==> src/rtl/branch_pattern_table.sv <==
// Gshare pattern history table: 2-bit saturating counters indexed by
// PC XOR global history, with a combinational lookup port, an independent
// update port and update/mispredict statistics.
module branch_pattern_table #(
  parameter int INDEX_BITS = 7,
  parameter int HIST_BITS  = 7,
  parameter int PC_LSB     = 2
) (
  input  logic                  clk,
  input  logic                  rst,
  input  logic                  lookup_valid,
  input  logic [31:0]           lookup_pc,
  output logic                  predict_taken,
  output logic [INDEX_BITS-1:0] lookup_index,
  input  logic                  update_valid,
  input  logic [INDEX_BITS-1:0] update_index,
  input  logic                  update_taken,
  input  logic                  update_mispredict,
  output logic [31:0]           mispredict_count,
  output logic [31:0]           update_count
);

  localparam int ENTRIES = 1 << INDEX_BITS;

  logic [1:0]            pht [ENTRIES];
  logic [HIST_BITS-1:0]  ghr;
  logic [HIST_BITS-1:0]  ghr_next;
  logic [INDEX_BITS-1:0] ghr_ext;
  logic [1:0]            upd_cur;
  logic [1:0]            upd_new;
  logic [1:0]            look_cnt;
  logic                  bypass;
  logic                  unused_pc;

  // Saturating 2-bit counter step: moves toward 11 on taken, 00 on not-taken.
  function automatic logic [1:0] sat_next(input logic [1:0] cnt, input logic taken);
    logic [1:0] res;
    if (taken) res = (cnt == 2'b11) ? 2'b11 : cnt + 2'b01;
    else       res = (cnt == 2'b00) ? 2'b00 : cnt - 2'b01;
    return res;
  endfunction

  // Only the index bits of the PC feed the table; the rest are deliberately ignored.
  assign unused_pc = ^lookup_pc;

  generate
    if (HIST_BITS == 1) begin : g_hist1
      assign ghr_next = update_taken;
    end else begin : g_histn
      assign ghr_next = {ghr[HIST_BITS-2:0], update_taken};
    end
  endgenerate

  // Zero-extend the history into the low bits of the index and hash with the PC.
  always_comb begin
    ghr_ext = '0;
    ghr_ext[HIST_BITS-1:0] = ghr;
    lookup_index = lookup_pc[PC_LSB +: INDEX_BITS] ^ ghr_ext;
  end

  // Lookup with same-cycle bypass of a concurrent update to the same entry.
  always_comb begin
    upd_cur  = pht[update_index];
    upd_new  = sat_next(upd_cur, update_taken);
    bypass   = update_valid && (update_index == lookup_index);
    look_cnt = bypass ? upd_new : pht[lookup_index];
    predict_taken = !rst && lookup_valid && look_cnt[1];
  end

  // Counter table: one entry trained per accepted update.
  always_ff @(posedge clk or posedge rst) begin
    if (rst) begin
      for (int i = 0; i < ENTRIES; i++) pht[i] <= 2'b01;
    end else if (update_valid) begin
      pht[update_index] <= upd_new;
    end
  end

  // Global history shifts in resolved outcomes only.
  always_ff @(posedge clk or posedge rst) begin
    if (rst)               ghr <= '0;
    else if (update_valid) ghr <= ghr_next;
  end

  // Update and mispredict statistics, wrapping at 2^32.
  always_ff @(posedge clk or posedge rst) begin
    if (rst) begin
      update_count     <= '0;
      mispredict_count <= '0;
    end else if (update_valid) begin
      update_count <= update_count + 32'd1;
      if (update_mispredict) mispredict_count <= mispredict_count + 32'd1;
    end
  end

endmodule

==> config.mk <==
export PLATFORM = sky130hd
export DESIGN_NAME = branch_pattern_table
export DESIGN_NICKNAME = d
export VERILOG_FILES = /design/src/rtl/branch_pattern_table.sv
export SDC_FILE = /design/constraint.sdc
export NUM_CORES = 1
export LEC_CHECK = 0
export BUFFER_PORTS_ARGS = -buffer_cell sky130_fd_sc_hd__buf_2
export CAP_MARGIN = 10
export CORE_AREA = 2 2 206 208
export DETAILED_ROUTE_END_ITERATION = 12
export DIE_AREA = 0 0 208 210
export SLEW_MARGIN = 20
export SYNTH_ARGS = -nofsm -noshare
export SYNTH_HDL_FRONTEND = slang
export SYNTH_SLANG_ARGS = --single-unit
==> constraint.sdc <==
create_clock -name clk -period 13.5 [get_ports clk]
set_input_delay 1.35 -clock clk [delete_from_list [all_inputs] [get_ports clk]]
set_output_delay 1.35 -clock clk [all_outputs]
set_load 0.05 [all_outputs]
# Word level (Yosys, flattened, before mapping)
# Index checks and enable logic that the tools add are counted.
# word_totals
elab_cells,163
input_bits,45
out_inout_bits,72
latch_bits,0
romBits,0
reg_bits,327
ram_bits,0
mem_count,0
# op_classes
n_div,0
n_lt_le_gt_ge,3
bitwise_logic,3
add_sub_neg,4
n_eq_ne,2
n_reduce_logical,7
mux,13
shifts,0
multipliers,0
# ops
cell,n
bitwise mux 256 bit,1
"adder 32 x 1 -> 32 bit, second input constant",2
binary-select mux 2 bit (select 7 bit),2
two-way mux 2 bit,9
"greater-or-equal comparator 8 bit, second input constant",2
inverter 7 -> 8 bit,2
demux 2 bit (select 7 bit),1
"< comparator 8 x 1 -> 1 bit, second input constant",1
== test 7 bit,1
bitwise XOR 7 bit,1
logical AND 1 bit,4
"adder 2 x 1 -> 2 bit, second input constant",1
"== test 2 bit, second input constant",1
logical NOT 2 bit,1
AND reduction 2 bit,1
"subtractor 2 x 1 -> 2 bit, second input constant",1
logical NOT 1 bit,1

# Depth between registers and ports, before layout
# Gate-level depths: netlist of run 1.
# logic_depth
depth_word,9
mapped_depth,15
ltp_nobuf,9

# Worst setup path after synthesis of run 1
# OpenSTA, ideal clock, no wires.
# synth_path
path_type,input-to-output
start,input lookup_pc[5]
end,output predict_taken
required_ps,12150
n_path_buf,0
stages,6
arrival_time_ps,4368
path_slack_ps,7782
cell_sequence,xor2_1 > mux4_2 > nor2b_1 > a211oi_1 > nor3_1 > a2111oi_4
# synth_between
elab_chain_cells,7
word_cells_on_any_way,9
cone_classes,1 x eq/ne; 4 x mux; 2 x bitwise; 2 x reduce/logical
# synth_lines
item,line,text
"start, declared",12,"input logic [31:0] lookup_pc,"
bitwise XOR 7 bit (*),58,lookup_index = lookup_pc[PC_LSB +: INDEX_BITS] ^ ghr_ext;
inverter 7 -> 8 bit (implied by the code),66,look_cnt = bypass ? upd_new : pht[lookup_index];
binary-select mux 2 bit (select 7 bit),66,
two-way mux 2 bit (implied by the code) (2 in series),66,
two-way mux 2 bit (*),66,
logical AND 1 bit (*),67,predict_taken = !rst && lookup_valid && look_cnt[1];
"end, declared",13,"output logic predict_taken,"
# Mark *: on every way between the ends. The rest lies on a longest branch, timed or not. The select of a mux whose other input is x is not followed.

# Final worst setup path of run 1
# layout_path
start,input update_index[0]
end,output predict_taken
# layout_between
elab_chain_cells,9
word_cells_on_any_way,15
cone_classes,2 x add/sub; 2 x eq/ne; 7 x mux; 1 x bitwise; 3 x reduce/logical
# layout_lines
item,line,text
"start, declared",16,"input logic [INDEX_BITS-1:0] update_index,"
inverter 7 -> 8 bit (implied by the code),63,upd_cur = pht[update_index];
binary-select mux 2 bit (select 7 bit),63,
two-way mux 2 bit (implied by the code) (2 in series),63,
"subtractor 2 x 1 -> 2 bit, or another cell as far along",39,else res = (cnt == 2'b00) ? 2'b00 : cnt - 2'b01;
two-way mux 2 bit (on tied branches),"39, 38",
two-way mux 2 bit,38,if (taken) res = (cnt == 2'b11) ? 2'b11 : cnt + 2'b01;
two-way mux 2 bit (*),66,
logical AND 1 bit (*),67,
# Marked as above.

==> results of run 1 <==
## cells in the final DEF, fill, tap and decap left out, types with 18 or more instances in the layout
master and instances:
mux4_2 46, nand2_1 419, dfstp_2 128, xor2_1 20, nand3_1 32, buf_4 33, buf_2 91, clkbuf_16 39
a221oi_1 28, nand4_1 20, o21ai_0 130, o21ai_1 121, inv_1 18, nor2_1 53, a21oi_1 22, dfrtp_1 199
mux2i_1 31, a22oi_1 33, mux2_2 24, xnor2_1 53
## stage by stage
| stage | hold WS, ns | power [mW] | setup WS [ns] |
|---|---|---|---|
| 2_1_floorplan | 0.441 | 1.57 | 3.31 |
| 3_3_place_gp | 0.448 | 1.71 | 6.38 |
| 3_5_place_dp | 0.454 | 1.72 | 6.38 |
| 4_1_cts | 0.462 | 2.80 | 6.36 |
| 5_1_grt | 0.475 | 2.89 | 6.12 |
| 6_report | 0.460 | 2.78 | 6.23 |
## registers in the layout (all words and copies together), names as in the netlist
register,flops
pht,256
mispredict_count,32
update_count,32
ghr,7
## tightest hold or removal path, delay by kind of cell (launching register included)
family           cells  cell delay, ns
AND/OR/NAND/NOR      1            0.04
flip-flops           1            0.36
AO/OA/AOI/OAI        1            0.05
## Yosys cell counts, types with 20 or more instances
library cell | count | area [µm²]
a21oi_1 | 22 | 110
o21ai_1 | 121 | 606
buf_2 | 36 | 180
dfstp_2 | 128 | 3360
nand4_1 | 20 | 125
o21ai_0 | 130 | 651
mux4_2 | 46 | 1040
nand3_1 | 32 | 160
mux2_2 | 24 | 270
xnor2_1 | 53 | 464
a221oi_1 | 28 | 245
dfrtp_1 | 199 | 4980
clkbuf_1 | 26 | 97.6
nor2_1 | 53 | 199
a22oi_1 | 33 | 248
nand2_1 | 419 | 1570
mux2i_1 | 31 | 310
xor2_1 | 22 | 193
## path summary, 6_finish.rpt
check | startpoint | end | slack, ns
max | update_index[0] | predict_taken | 6.23
min | pht[84] | pht[84] | 0.46
max reg2reg | pht[123] | pht[254] | 9.69
min reg2reg | pht[84] | pht[84] | 0.46
max in group asynchronous | rst | update_count[4] | 10.23
min in group asynchronous | rst | pht[231] | 0.96
## power groups by stage
stage | clock [mW] | sequential (mW) | combinational, mW
floorplan | 0 | 1.24 | 0.325
global placement | 0 | 1.20 | 0.505
detailed placement | 0 | 1.21 | 0.513
CTS | 1.09 | 1.19 | 0.514
global route | 1.13 | 1.20 | 0.552
finish | 1.07 | 1.19 | 0.515
## layer usage
metal  vias up  part of all wire [%]  wire length, µm  global-route usage [%]
met4         2                   3.6             1770                    8.56
met5         -                 0.027               13                       0
met3       123                   8.5             4140                    4.65
li1       5933                     -                -                       -
met2       568                    45            21600                    34.4
met1      6305                    43            20900                    30.9
## cells by family (layout without fill, tap and decap cells)
kind of cell / count (synthesis) / after routing / synth area share (%)
compound gates: 396 / 396 / 14.7
xor+xnor: 76 / 76 / 4.10
fa+ha+maj: 4 / 4 / 0.289
buf+inv: 111 / 212 / 3.92
flops: 327 / 327 / 50.8
mux: 111 / 111 / 11.0
other cells: 0 / 2 / 0
simple gates: 594 / 594 / 15.2
## cell type report
| cell class | instances | area, µm² | share of cell area (%) |
|---|---|---|---|
| Clock buffer | 54 | 1120 | 6.02 |
| Inverter | 20 | 82.6 | 0.443 |
| Timing Repair Buffer | 124 | 703 | 3.77 |
| Clock inverter | 14 | 184 | 0.986 |
| Sequential cell | 327 | 8340 | 44.7 |
| Antenna cell | 2 | 5.00 | 0.0268 |
| Multi-Input combinational cell | 1181 | 7530 | 40.4 |
| Tap cell | 539 | 674 | 3.62 |
==> results.cfg, run 1 <==
[worst_setup_path]
setup.worst_path.start_class = input pin
crit_required_ns = 12.15
cp_max_fo = 57
worstSetupPathType = in -> out
arrival_ns = 5.92
max_stage_delay_ns = 0.64
worstRegToRegCells = 9
end_kind = primary output
worst_path_max_delay_cell = nor2b_2
critical_path.cell_chain = buf_2 -> buf_4 -> nor2b_2 -> buf_4 -> a221oi_1 -> nor2_1 -> o311ai_0 -> a221o_1 -> and4b_1 -> maj3_4 -> a2111oi_4 -> buf_2
path_depth = 12
crit_family = buffers and inverters
crit_buf_inv = 4

[global_route]
grt_max_degree = 107
grt_pass1_wl_mm = 76.0
grt_usage_pct = 22.3
grt_antenna_before_repair = 3
overflow = 0
grt_pass1_vias = 12900

[floorplanning]
initial_utilization_pct = 39.6
core_area_um2 = 41500
die_x_um = 208
ios = 117
die_h_um = 210
dieArea_um2 = 43700
rows = 75

[place]
dp_hpwl_mm = 30.7
place.gp.congestion = 0.890
dp_cells = 2191
dpl-instance-area_um2 = 17300
port-buffer-count = 91

[final_layout]
instances_no_fill = 2261
syn_to_final_growth_pct = 13.5
fin_nets = 1738
drive_gt1_share_pct = 24.1
postLayoutCellArea_um2 = 18600
postLayoutCoreUtil_pct = 45.0
fillers = 3910

[sta]
rsz0062_at_grt = false
skew_ns = 0.0146
finalCritPeriodShare_pct = 53.9
fin_setup_tns_ns = 0
timing.fmax_ghz = 0.138
tightest_slew_ns = 0.977
period_needed_ns = 7.27
slew_headroom_pct = 34.9
drv_slew = 0
final_hold_viol_count = 0
setup_viol = 0

[clock_network]
ctsHoldBuffers = 0
clockBufferDepth = 3
cts_made_buffers = 37
numClockSinks = 327
post_cts_buffers = 0
worstSkewPairLatency_ns = 0.54
htree_num_levels = 2
cts_tree = done
cts_root_buffer = clkbuf_16
clk_pin_slew_ns = 0.06
cts_resized = 0

[status]
status = finished, final reports clean

[route]
via_per_inst = 5.72
dr.pass1.iters = 6
drc = 0
antenna_left = 0
routed_wl_mm = 48.4
drt_iter0_markers = 1248
wl_per_cell_um = 21.4
vias = 12900

[power_and_ir_drop]
p_switching_mw = 0.842
ir_worst_vdd_mv = 0.0919
switching_share_pct = 30.3
pwr-share-clk_pct = 38.5
combPwrFrac_pct = 18.5
p_seq_share_pct = 42.9
p_per_area_nw_per_um2 = 149
leakagePower_nw = 7.63
p_int_mw = 1.93

[synthesis]
synth-edff-count = 0
synth_area_per_cell_um2 = 10.1
syn_nets = 1666
yosys_warnings = 0
ys_ff_latch = 327
synthFlopType = dfrtp_1
async_flop_share_pct = 100
syn-instance-count = 1619
synth.distinct_cells = 71
seq_area_frac_synth_pct = 50.8
synth.cell_area_um2 = 16400

[flow_run]
maxCapViolations = 0

[hold_path]
min_path_cells = 2
hold_path_class = reg -> reg
(Power assumes the default switching activity.)
==> run 2: changes to the inputs <==
clock period = 7.54 ns   (was 13.5 ns; I/O delays follow)
==> results.cfg, run 2 (synthesis gave the netlist of run 1 again) <==
[place]
dp_slack_ns = 1.91
dp_cells = 2192
dp_hpwl_mm = 31.8
place.gp.congestion = 0.888
port-buffer-count = 91

[worst_setup_path]
end_kind = primary output
critical_path.cell_chain = buf_2 -> nor2b_2 -> buf_4 -> a221oi_1 -> a21oi_1 -> o311ai_1 -> a221o_1 -> and4b_1 -> maj3_4 -> a2111oi_4 -> buf_2
arrival_ns = 4.98
cpMostUsedCell = buf_2
worstSetupPathType = in -> out
crit_required_ns = 6.79
setup.worst_path.start_class = input pin
cp_max_fo = 37
worst_path_max_delay_cell = nor2b_2
max_stage_delay_ns = 1.08

[final_layout]
instances_no_fill = 2260
fin_nets = 1740
mostFrequentLayoutCell = nand2_1
regMostFlops = pht
drive_gt1_share_pct = 24.0
largest_reg_flops = 256
syn_to_final_growth_pct = 13.1
reg.largest.list = pht: 256 flops, mispredict_count: 32 flops, update_count: 32 flops
most-common-layout-cells = nand2_1, dfrtp_1, o21ai_0

[sta]
finalCritPeriodShare_pct = 76.0
fin_setup_tns_ns = 0
setup_slack_ns = 1.81
tightest_slew_ns = 1.19
setup_viol = 0
final_hold_viol_count = 0
period_needed_ns = 5.73
drv_slew = 0
rsz0062_at_grt = false
slew_headroom_pct = 20.2
timing.fmax_ghz = 0.175
skew_ns = 0.0100

[power_and_ir_drop]
ir_worst_vdd_mv = 0.135
leakagePower_nw = 7.59
p_per_area_nw_per_um2 = 260

[route]
drt_iter0_markers = 1513
drc = 0
routed_wl_mm = 48.5
antenna_left = 0
dr.pass1.iters = 5
wl_per_cell_um = 21.5
via_per_inst = 5.76
vias = 13000

[clock_network]
ctsHoldBuffers = 0
htree_num_levels = 2
cts_tree = done
numClockSinks = 327
cts_made_buffers = 37
cts_resized = 0
clockBufferDepth = 3
post_cts_buffers = 0
clk_pin_slew_ns = 0.06
cts_root_buffer = clkbuf_16
worstSkewPairLatency_ns = 0.52

[global_route]
grt_pass1_wl_mm = 76.1
grt_usage_pct = 22.3
grt_max_degree = 175
grt_antenna_before_repair = 2
overflow = 0
grt_pass1_vias = 12800

[floorplanning]
core_area_um2 = 41500
ios = 117
rows = 75
die_h_um = 210
dieArea_um2 = 43700
initial_utilization_pct = 39.6
die_x_um = 208

[hold_path]
hold_path_class = in -> async

[flow_run]
maxCapViolations = 0

[status]
status = finished, final reports clean
run 2: path summary, 6_finish.rpt:
check | from | to | slack (ns) | depth (start not counted)
setup / recovery | update_index[0] | predict_taken | 1.81 | 11
hold / removal | rst | mispredict_count[28] | 0.24 | 2
setup reg to reg | pht[220] | pht[255] | 3.70 | 8
hold reg to reg | pht[178] | pht[178] | 0.46 | 2
max in group asynchronous | rst | pht[7] | 5.15 | 4
min in group clk | pht[178] | pht[178] | 0.46 | 2
run 2: where the power goes:
part	switching (mW)	internal (mW)	leakage, nW
clock	0.727	1.04	0.583
sequential	0.146	1.99	4.01
combinational	0.619	0.305	3.00
run 2: stage by stage:
| step | power, mW | hold slack (ns) | cell area [µm²] | utilization (%) |
|---|---|---|---|---|
| floorplan | 2.81 | 0.441 | 16400 | - |
| global placement | 3.05 | 0.448 | 17400 | 41.9 |
| detailed placement | 3.08 | 0.453 | 17400 | 41.9 |
| CTS | 4.84 | 0.241 | 18600 | 44.7 |
| global route | 5.01 | 0.260 | 18600 | 44.8 |
| finish | 4.82 | 0.244 | 18600 | 44.8 |
run 2: critical path, delay by kind of cell:
family	cells	cell delay (ns)
compound gates	5	1.12
buf+inv	3	1.21
fa+ha+maj	1	0.52
simple gates	2	1.33
run 2: final cells by class:
class / instances / area [µm²]
multi-input cells: 1181 / 7550
repair buffers: 126 / 746
clock inverters: 10 / 81.3
clock buffers: 55 / 1090
well taps: 539 / 674
flip-flops and latches: 327 / 8340
fillers: 3938 / 22900
inverters: 20 / 78.8
diodes: 2 / 5.00
run 2: metal layers:
metal,global-route usage (%),vias to the layer above,wire length (µm),share of wire (%)
met3,4.45,135,3760,7.7
met1,31.6,6393,21600,44
met5,0,-,11,0.023
met4,9.68,2,2090,4.3
met2,33.4,549,21100,44
li1,-,5929,-,-
